--- config.mk ---
export PLATFORM = sky130hd
export DESIGN_NAME = lcd_reader
export DESIGN_NICKNAME = d
export VERILOG_FILES = /design/src/rtl/lcd_pkg.sv /design/src/rtl/lcd_nibble_cycle.sv /design/src/rtl/lcd_reader.sv
export SDC_FILE = /design/constraint.sdc
export NUM_CORES = 1
export LEC_CHECK = 0
export ABC_AREA = 1
export ABC_CLOCK_PERIOD_IN_PS = 3160
export BUFFER_PORTS_ARGS = -buffer_cell sky130_fd_sc_hd__buf_2
export CAP_MARGIN = 10
export CORE_ASPECT_RATIO = 1.75
export CORE_UTILIZATION = 40
export CTS_CLUSTER_SIZE = 30
export DETAILED_ROUTE_END_ITERATION = 10
export GPL_TIMING_DRIVEN = 0
export MAX_ROUTING_LAYER = met4
export PLACE_DENSITY = 0.66
export SYNTH_ARGS = -nofsm -noshare
export SYNTH_HDL_FRONTEND = slang
export SYNTH_SLANG_ARGS = --single-unit
--- constraint.sdc ---
create_clock -name clk -period 3.16 [get_ports clk]
set_input_delay 0.158 -clock clk [delete_from_list [all_inputs] [get_ports clk]]
set_output_delay 0.158 -clock clk [all_outputs]
set_load 0.02 [all_outputs]
--- src/rtl/lcd_pkg.sv ---
// Shared definitions for the HD44780 4-bit bus controllers: FSM encodings,
// default 50 MHz timing constants and register-select encodings.
package lcd_pkg;

    localparam int T_AS_DEF     = 2;
    localparam int T_EH_DEF     = 12;
    localparam int T_GAP_DEF    = 50;
    localparam int POLL_MAX_DEF = 1000;

    localparam logic RS_CMD  = 1'b0;
    localparam logic RS_DATA = 1'b1;

    typedef enum logic [2:0] {
        ST_IDLE,
        ST_SETUP,
        ST_EHI_H,
        ST_GAP_H,
        ST_EHI_L,
        ST_GAP_L,
        ST_CHECK
    } lcd_state_t;

    typedef enum logic [1:0] {
        NP_IDLE,
        NP_SETUP,
        NP_EHI,
        NP_GAP
    } nib_phase_t;

    function automatic int max3(input int a, input int b, input int c);
        int m;
        m = (a > b) ? a : b;
        return (m > c) ? m : c;
    endfunction

endpackage

--- src/rtl/lcd_nibble_cycle.sv ---
// One LCD nibble transfer: optional RS/RW setup, E pulse with the bus sampled
// on its last cycle, then the recovery gap. phase_last marks each phase's final cycle.
module lcd_nibble_cycle
    import lcd_pkg::*;
#(
    parameter int T_AS  = T_AS_DEF,
    parameter int T_EH  = T_EH_DEF,
    parameter int T_GAP = T_GAP_DEF
) (
    input  logic       clk,
    input  logic       srst,
    input  logic       start,
    input  logic       skip_setup,
    input  logic [3:0] sf_d_in,
    output logic       lcd_e,
    output logic [3:0] nibble,
    output logic       phase_last,
    output logic       nib_done
);

    localparam int CNT_W = $clog2(max3(T_AS, T_EH, T_GAP) + 1);
    localparam logic [CNT_W-1:0] AS_LAST  = CNT_W'(T_AS - 1);
    localparam logic [CNT_W-1:0] EH_LAST  = CNT_W'(T_EH - 1);
    localparam logic [CNT_W-1:0] GAP_LAST = CNT_W'(T_GAP - 1);

    nib_phase_t       phase_reg, phase_next;
    logic [CNT_W-1:0] cnt_reg, cnt_next;
    logic             lcd_e_reg;
    logic [3:0]       nibble_reg;

    always_comb begin
        phase_last = 1'b0;
        unique case (phase_reg)
            NP_SETUP: phase_last = (cnt_reg == AS_LAST);
            NP_EHI:   phase_last = (cnt_reg == EH_LAST);
            NP_GAP:   phase_last = (cnt_reg == GAP_LAST);
            default:  phase_last = 1'b0;
        endcase
    end

    // A start on the final gap cycle chains straight into the next nibble.
    always_comb begin
        phase_next = phase_reg;
        cnt_next   = cnt_reg + 1'b1;
        if (start) begin
            phase_next = skip_setup ? NP_EHI : NP_SETUP;
            cnt_next   = '0;
        end else if (phase_reg == NP_IDLE) begin
            cnt_next = '0;
        end else if (phase_last) begin
            cnt_next = '0;
            unique case (phase_reg)
                NP_SETUP: phase_next = NP_EHI;
                NP_EHI:   phase_next = NP_GAP;
                default:  phase_next = NP_IDLE;
            endcase
        end
    end

    always_ff @(posedge clk) begin
        if (srst) begin
            phase_reg  <= NP_IDLE;
            cnt_reg    <= '0;
            lcd_e_reg  <= 1'b0;
            nibble_reg <= '0;
        end else begin
            phase_reg <= phase_next;
            cnt_reg   <= cnt_next;
            lcd_e_reg <= (phase_next == NP_EHI);
            if (phase_reg == NP_EHI && phase_last) begin
                nibble_reg <= sf_d_in;
            end
        end
    end

    assign lcd_e    = lcd_e_reg;
    assign nibble   = nibble_reg;
    assign nib_done = (phase_reg == NP_GAP) && phase_last;

endmodule

--- src/rtl/lcd_reader.sv ---
// HD44780 read controller: busy-flag/address or data reads over the 4-bit bus,
// with optional busy-flag polling, returned through a req/done handshake.
module lcd_reader
    import lcd_pkg::*;
#(
    parameter int T_AS     = T_AS_DEF,
    parameter int T_EH     = T_EH_DEF,
    parameter int T_GAP    = T_GAP_DEF,
    parameter int POLL_MAX = POLL_MAX_DEF
) (
    input  logic       clk,
    input  logic       reset,
    input  logic       req,
    input  logic       rs_sel,
    input  logic       poll,
    output logic       busy,
    output logic       done,
    output logic [7:0] rdata,
    output logic       timeout,
    input  logic [3:0] sf_d_in,
    output logic       lcd_e,
    output logic       lcd_rs,
    output logic       lcd_rw,
    output logic       bus_own
);

    localparam int PC_W = $clog2(POLL_MAX + 1);
    localparam logic [PC_W-1:0] POLL_LIMIT = PC_W'(POLL_MAX);

    lcd_state_t      state_reg, state_next;
    logic            rs_reg, rs_next;
    logic            poll_reg, poll_next;
    logic [3:0]      hi_reg, hi_next;
    logic [PC_W-1:0] read_cnt_reg, read_cnt_next, reads_done;
    logic [7:0]      rdata_reg, rdata_next;
    logic            done_reg, done_next;
    logic            timeout_reg, timeout_next;
    logic            own_reg, lcd_rs_reg;

    logic            nib_start, nib_skip, phase_last, nib_done;
    logic [3:0]      nibble;

    lcd_nibble_cycle #(
        .T_AS  (T_AS),
        .T_EH  (T_EH),
        .T_GAP (T_GAP)
    ) u_nibble (
        .clk        (clk),
        .srst       (reset),
        .start      (nib_start),
        .skip_setup (nib_skip),
        .sf_d_in    (sf_d_in),
        .lcd_e      (lcd_e),
        .nibble     (nibble),
        .phase_last (phase_last),
        .nib_done   (nib_done)
    );

    always_comb begin
        state_next    = state_reg;
        rs_next       = rs_reg;
        poll_next     = poll_reg;
        hi_next       = hi_reg;
        read_cnt_next = read_cnt_reg;
        rdata_next    = rdata_reg;
        done_next     = 1'b0;
        timeout_next  = timeout_reg;
        nib_start     = 1'b0;
        nib_skip      = 1'b0;
        reads_done    = read_cnt_reg + 1'b1;
        unique case (state_reg)
            ST_IDLE: begin
                if (req) begin
                    rs_next       = rs_sel;
                    poll_next     = poll && (rs_sel == RS_CMD);
                    read_cnt_next = '0;
                    nib_start     = 1'b1;
                    state_next    = ST_SETUP;
                end
            end
            ST_SETUP: if (phase_last) state_next = ST_EHI_H;
            ST_EHI_H: if (phase_last) state_next = ST_GAP_H;
            ST_GAP_H: begin
                if (nib_done) begin
                    hi_next    = nibble;
                    nib_start  = 1'b1;
                    nib_skip   = 1'b1;
                    state_next = ST_EHI_L;
                end
            end
            ST_EHI_L: if (phase_last) state_next = ST_GAP_L;
            ST_GAP_L: if (nib_done) state_next = ST_CHECK;
            ST_CHECK: begin
                // reads_done includes the read just finished, so a timeout
                // lands after exactly POLL_MAX reads.
                if (poll_reg && hi_reg[3] && (reads_done < POLL_LIMIT)) begin
                    read_cnt_next = reads_done;
                    nib_start     = 1'b1;
                    state_next    = ST_SETUP;
                end else begin
                    rdata_next   = {hi_reg, nibble};
                    done_next    = 1'b1;
                    timeout_next = poll_reg && hi_reg[3];
                    state_next   = ST_IDLE;
                end
            end
            default: state_next = ST_IDLE;
        endcase
    end

    always_ff @(posedge clk) begin
        if (reset) begin
            state_reg    <= ST_IDLE;
            rs_reg       <= RS_CMD;
            poll_reg     <= 1'b0;
            hi_reg       <= '0;
            read_cnt_reg <= '0;
            rdata_reg    <= '0;
            done_reg     <= 1'b0;
            timeout_reg  <= 1'b0;
            own_reg      <= 1'b0;
            lcd_rs_reg   <= RS_CMD;
        end else begin
            state_reg    <= state_next;
            rs_reg       <= rs_next;
            poll_reg     <= poll_next;
            hi_reg       <= hi_next;
            read_cnt_reg <= read_cnt_next;
            rdata_reg    <= rdata_next;
            done_reg     <= done_next;
            timeout_reg  <= timeout_next;
            own_reg      <= (state_next != ST_IDLE);
            lcd_rs_reg   <= (state_next != ST_IDLE) ? rs_next : RS_CMD;
        end
    end

    assign busy    = own_reg;
    assign bus_own = own_reg;
    assign lcd_rw  = own_reg;
    assign lcd_rs  = lcd_rs_reg;
    assign done    = done_reg;
    assign rdata   = rdata_reg;
    assign timeout = timeout_reg;

endmodule
==> results of run 1 <==
[layer usage]
layer,global-route usage,vias to the layer above
li1,-,1072
met1,0.191,927
met2,0.346,43
met3,0.0351,17
met4,0.110,0
met5,-,-
[final timing paths]
path	startpoint	end	slack [ns]	cells past startpoint
worst min register to register	u_nibble.cnt_reg[0]$_SDFF_PP0_	u_nibble.cnt_reg[0]$_SDFF_PP0_	0.47	1
worst max-delay path	u_nibble.phase_reg[0]$_SDFF_PP0_	u_nibble.cnt_reg[2]$_SDFF_PP0_	1.04	9
worst max register to register	u_nibble.phase_reg[0]$_SDFF_PP0_	u_nibble.cnt_reg[2]$_SDFF_PP0_	1.04	9
worst min-delay path	sf_d_in[3]	u_nibble.nibble[3]$_SDFFE_PP0P_	0.07	3
[kinds of logic (layout without fill, tap and decap cells)]
| family | Yosys count | count (layout) | synth area share |
|---|---|---|---|
| muxes | 1 | 1 | 0.00460 |
| DFF | 44 | 44 | 0.405 |
| AOI/OAI and AO/OA | 37 | 37 | 0.0863 |
| and+or+nand+nor | 186 | 186 | 0.379 |
| adders and majority gates | 5 | 5 | 0.0288 |
| xor gates and xnor gates | 4 | 4 | 0.0161 |
| buffers and inverters | 40 | 70 | 0.0805 |
[critical path: cells and delay by family (launching register included)]
kind	cells	cell delay (ns)
buf+inv	1	0.08
flops	1	0.36
fa+ha+maj	1	0.22
simple gates	7	1.35
[power by group]
| part | internal, mW | switching, mW |
|---|---|---|
| clock | 0.311 | 0.187 |
| sequential | 0.575 | 0.0185 |
| combinational | 0.0484 | 0.0819 |
| total | 0.934 | 0.287 |
[synth_stat cells (5+ instances only)]
| cell | instances |
|---|---|
| a21oi_1 | 10 |
| dfxtp_1 | 44 |
| ha_1 | 5 |
| inv_1 | 27 |
| nand2_1 | 60 |
| nand3_1 | 33 |
| nor2_1 | 65 |
| nor3_1 | 11 |
| o21ai_0 | 20 |
| o21ai_1 | 6 |
[layout make-up]
type | count | share of cell area
multi-input cells | 233 | 0.450
clock buffers | 5 | 0.0277
repair buffers | 23 | 0.0463
plain buffers | 9 | 0.0236
clock inverters | 2 | 0.0241
well taps | 55 | 0.0277
inverters | 31 | 0.0468
flip-flops and latches | 44 | 0.354
[stage by stage]
step	worst slack, ns	util	cells	area, µm²
4_1_cts	1.01	0.473	402	2490
2_1_floorplan	1.47	-	317	2170
6_report	1.04	0.473	402	2490
3_3_place_gp	1.06	0.449	395	2360
3_5_place_dp	1.06	0.449	395	2360
5_1_grt	0.854	0.473	402	2490
==> metrics.cfg, run 1 <==
[synthesis]
synth_top_cell_area_share=0.405
synth.ff_latch_count=44
synth-seq-area-share=0.405
async_reset_ff_frac=0
post-synth-top-area-cell=dfxtp_1
ys.warnings.count=0
post_synthesis_cell_area_um2=2170
avgSynthCellArea_um2=6.86
synth_cells=317
yosys_most_used_dff=dfxtp_1
syn-num-nets=331
post_synth_num_cell_types=31
synth_enable_flop_cells=0
yosys-top-cells-area=dfxtp_1 (41%), nor2_1 (11%), nand2_1 (10%)

[setup_path]
worstSetupStartpointType=flip-flop
crit_path_max_fanout=7
element_type_at_the_critical_path_end=flip-flop
cpPeakStageDelay_ns=0.36
critical_path.cell_chain=inv_1 > ha_1 > nor3b_1 > and2_1 > nand4_2 > nor2_2 > nor2_1 > nand3_1 > nor2_1
cp_data_required_time_ns=3.34
path_common_cell=nor2_1
worstPathArrival_ns=2.30
worst_path_max_delay_cell=dfxtp_1
timing.setup.critical_path_class=reg -> reg

[sta]
post-route-min-period_ns=2.12
rsz_0062_raised_after_global_routing=no
hold_slack_ns=0.0744
share_of_the_cycle_needed_by_the_critical_path_after_routing=0.671
maxSlewViolCount=0
timing.final.setup_violations=0
achievable-frequency_mhz=472
fin_worst_skew_ns=0.0128
worstMarginPinSlew_ns=0.515
max_slew_margin=0.657
fin_setup_tns_ns=0
finalHoldViolations=0

[cells_and_area]
share_of_final_layout_standard_cells_stronger_than_drive_strength_1=0.141
multiInputGateArea_um2=1120
antenna_cells=0
layout_common_cells=nor2_1 (65), nand2_1 (60), dfxtp_1 (44)
regArea_um2=881
most_common_cell_after_layout_fill_and_taps_aside=nor2_1
areaGrowthSynthToFinish_pct=14.4
filler_cell_count=555
num-nets-final=361
largest_register_ff_count=10

[global_routing]
grt_max_degree=14
antenna_found_initial=0
grt_pass1_vias=1938
grt_pass1_wl_mm=8.31
grtUsageTotal=0.193
grt_overflow_total=0

[clocking]
clk_path_buf_depth=2
h_tree_depth=2
latest_clock_arrival_within_the_worst_skew_pair_ns=0.30
clock-sinks=44
cts_root_buffer=clkbuf_8
tritoncts=done
clkTransAtPathRegs_ns=0.08
cts.hold.buffers_added=0
cts_made_buffers=5
post_cts_resized=0
post-cts-setup-buffer-count=0

[routing]
wl_mm=4.90
num_vias=2059
routed_wire_length_per_instance_um=12.2
drc_errors=0
wl_met2_mm=2.66
detail_route.wirelength.met1_mm=1.88
wl_met3_um=162
count_of_routing_violations_after_the_opening_detailed_route_iteration=73
route.top_layer_used=met4
route.detailed.vias_per_inst=5.12
drt.antenna.violating_nets=0
detailedRoute.firstPassIterationCount=4

[die]
die_height_um=99.5
die-area_um2=5750
io_pins=24
start_util=0.414
core.rowCount=35
die-width_um=57.7
design.core.area_um2=5260

[power]
vdd_drop_max_v=0.000502
power_density_nw_per_um2=491
leakagePower_nw=1.12
p_total_mw=1.22

[hold_path]
min-delay-path-class=in -> reg

[run]
drv_cap=0

[placement]
gpl.final_weighted_congestion=0.835
hpwlAfterDp_mm=3.75
buffer_ports.inserted=23

[outcome]
status=complete, no violations

No activity file was read; power rests on OpenSTA's default activity.
==> run 2, diff against run 1 <==
--- a/config.mk
+++ b/config.mk
@@ -5,8 +5,8 @@
 export SDC_FILE = /design/constraint.sdc
 export NUM_CORES = 1
 export LEC_CHECK = 0
-export ABC_AREA = 1
-export ABC_CLOCK_PERIOD_IN_PS = 3160
+export ABC_AREA = 0
+export ABC_CLOCK_PERIOD_IN_PS = 2150
 export BUFFER_PORTS_ARGS = -buffer_cell sky130_fd_sc_hd__buf_2
 export CAP_MARGIN = 10
 export CORE_ASPECT_RATIO = 1.75
==> constraint.sdc (replaced) <==
create_clock -name clk -period 2.15 [get_ports clk]
set_input_delay 0.1075 -clock clk [delete_from_list [all_inputs] [get_ports clk]]
set_output_delay 0.1075 -clock clk [all_outputs]
set_load 0.02 [all_outputs]
==> metrics.cfg, run 2 <==
[outcome]
status=finished with violations
failed_checks=DRC

[sta]
achievable-frequency_mhz=469  ; -0.59%
worstMarginPinSlew_ns=0.691  ; +0.176 ns
max_slew_margin=0.537  ; -0.119
finalHoldViolations=0  ; unchanged
timing.final.setup_violations=0  ; unchanged
maxSlewViolCount=0  ; unchanged
post-route-min-period_ns=2.13  ; +0.0127 ns
rsz_0062_raised_after_global_routing=yes
fin_worst_skew_ns=0.00362  ; -0.00914 ns
finalWorstSetupSlack_ns=0.0175  ; -1.02 ns
share_of_the_cycle_needed_by_the_critical_path_after_routing=0.992  ; +0.321

[cells_and_area]
antenna_cells=0  ; unchanged
num-nets-final=294  ; -19%
filler_cell_count=482  ; -13%
most_common_cell_after_layout_fill_and_taps_aside=dfxtp_1
areaGrowthSynthToFinish_pct=28.5
largest_register_ff_count=10  ; unchanged
share_of_final_layout_standard_cells_stronger_than_drive_strength_1=0.352  ; +0.211
postLayoutCoreUtil=0.534  ; +0.0605
layout_common_cells=dfxtp_1 (37), nor2_1 (25), buf_2 (23)

[clocking]
cts.hold.buffers_added=0  ; unchanged
clkTransAtPathRegs_ns=0.09  ; about the same
clk_path_buf_depth=2  ; unchanged
cts_root_buffer=clkbuf_8
cts_made_buffers=5  ; unchanged
tritoncts=done
clock-sinks=44  ; unchanged
h_tree_depth=2  ; unchanged
latest_clock_arrival_within_the_worst_skew_pair_ns=0.31  ; about the same

[synthesis]
async_reset_ff_frac=0  ; unchanged
most_numerous_cell_types_in_the_synthesized_netlist=dfxtp_1 (44), nor2_1 (28), mux2i_1 (16), nand2_1 (16), nand2b_1 (15)
synth.ff_latch_count=44  ; unchanged
post_synth_num_cell_types=59  ; +90%
post_synthesis_cell_area_um2=2180  ; +0.40%
synth_top_cell_area_share=0.403  ; -0.00162
yosys-top-cells-area=dfxtp_1 (40%), mux2i_1 (7.3%), nor2_1 (4.8%)
synth_cells=234  ; -26%
synth-seq-area-share=0.403  ; -0.00162
avgSynthCellArea_um2=9.33  ; +36%
ys.warnings.count=0  ; unchanged
yosys_most_used_dff=dfxtp_1
syn-num-nets=248  ; -25%
synth_enable_flop_cells=0  ; unchanged
post-synth-top-area-cell=dfxtp_1
yosys.cell_count.top_type=dfxtp_1

[die]
die_height_um=99.7  ; +0.20%
io_pins=24  ; unchanged
design.core.area_um2=5260  ; unchanged
die-width_um=57.9  ; +0.20%
die-area_um2=5770  ; +0.40%
core.rowCount=35  ; unchanged
start_util=0.415  ; +0.00167

[routing]
count_of_routing_violations_after_the_opening_detailed_route_iteration=72  ; -1.4%
detailedRoute.firstPassIterationCount=7  ; +3
drc_errors=2  ; +2
wl_mm=4.95  ; +1.1%
route.detailed.vias_per_inst=5.47  ; +6.9%
routed_wire_length_per_instance_um=14.7  ; +21%
num_vias=1839  ; -11%
drt.antenna.violating_nets=0  ; unchanged

[power]
vdd_drop_max_v=0.000412  ; -18%
power_density_nw_per_um2=584  ; +19%
leakagePower_nw=1.06  ; -5.4%

[global_routing]
grt_max_degree=15  ; +1
antenna_found_initial=0  ; unchanged
grt_pass1_wl_mm=7.97  ; -4.1%
grtUsageTotal=0.186  ; -0.00707
grt_pass1_vias=1695  ; -13%
grt_overflow_total=0  ; unchanged

[hold_path]
min-delay-path-class=in -> reg

[setup_path]
cp_data_required_time_ns=2.36  ; -0.98 ns
element_type_at_the_critical_path_end=flip-flop
crit_path_max_fanout=6  ; -1
worstPathArrival_ns=2.34  ; +0.04 ns
timing.setup.critical_path_class=reg -> reg
worstSetupStartpointType=flip-flop

[placement]
buffer_ports.inserted=23  ; unchanged
hpwlAfterDp_mm=3.46  ; -7.8%
gpl.final_weighted_congestion=0.873  ; +4.5%
place_worst_setup_slack_ns=-0.303  ; -1.36 ns

[run]
drv_cap=0  ; unchanged

run 2: final timing paths:
kind | startpoint | endpoint | slack, ns | cells past startpoint
hold reg to reg | rdata[7]$_SDFFE_PP0P_ | rdata[7]$_SDFFE_PP0P_ | 0.47 | 1
setup reg to reg | read_cnt_reg[2]$_SDFFE_PP0P_ | read_cnt_reg[2]$_SDFFE_PP0P_ | 0.02 | 8
setup / recovery | read_cnt_reg[2]$_SDFFE_PP0P_ | read_cnt_reg[2]$_SDFFE_PP0P_ | 0.02 | 8
hold / removal | sf_d_in[3] | u_nibble.nibble[3]$_SDFFE_PP0P_ | 0.03 | 3
run 2: timing repair:
| item | CTS | global route |
|---|---|---|
| setup endpoints to repair | 37 | 32 |
| gates cloned | 1 | 0 |
| gates resized for setup | 18 | 30 |
| setup buffers | 6 | 10 |
| pin swaps | 8 | 11 |
run 2: final cells by class:
cell class	count	area, µm²	area share
Buffer	11	93.8	0.0335
Multi-Input combinational cell	174	1350	0.483
Inverter	4	15.0	0.00535
Sequential cell	44	897	0.320
Timing Repair Buffer	40	255	0.0910
Tap cell	55	68.8	0.0245
Clock inverter	2	38.8	0.0138
Clock buffer	6	82.6	0.0294
run 2: layer usage:
metal / up-vias / global-route usage / share of wire
met3: 11 / 0.0325 / 0.029
met1: 874 / 0.194 / 0.41
met5: - / - / 0
li1: 925 / - / -
met4: 0 / 0.0934 / 0.026
met2: 29 / 0.327 / 0.54
run 2: critical path, cell delays in order, from the launching register on:
cell and delay (ns):
dfxtp_2 0.33, buf_6 0.11, and3_4 0.21, nand3_4 0.09
xor2_2 0.16, a2111o_1 0.47, o21a_2 0.29, buf_4 0.15
a31o_2 0.21
run 2: power breakdown:
part           switching, mW  internal, mW  leakage (nW)  total, mW
Clock                  0.307         0.380        0.0614      0.687
Combinational         0.0693        0.0530         0.636      0.122
Sequential           0.00721         0.823         0.360      0.830
run 2: cells by family (layout without fill, tap and decap cells):
logic type	count (synthesis)	in the layout	share of synthesized area
simple gates	103	103	0.257
flops	44	44	0.403
compound gates	42	42	0.155
mux	17	17	0.0785
buf+inv	16	63	0.0493
xor+xnor	7	7	0.0281
fa+ha+maj	5	5	0.0287
run 2: stage by stage:
| step | setup TNS [ns] | cells | instance area, µm² | power [mW] | hold slack [ns] |
|---|---|---|---|---|---|
| global route | -0.615 | 336 | 2810 | 1.69 | 0.0475 |
| detailed placement | -6.68 | 312 | 2370 | 0.960 | 0.356 |
| global placement | -6.29 | 312 | 2370 | 0.959 | 0.343 |
| floorplan | 0 | 234 | 2180 | 0.926 | 0.251 |
| CTS | 0 | 326 | 2590 | 1.65 | 0.0323 |
| finish | 0 | 336 | 2810 | 1.64 | 0.0315 |
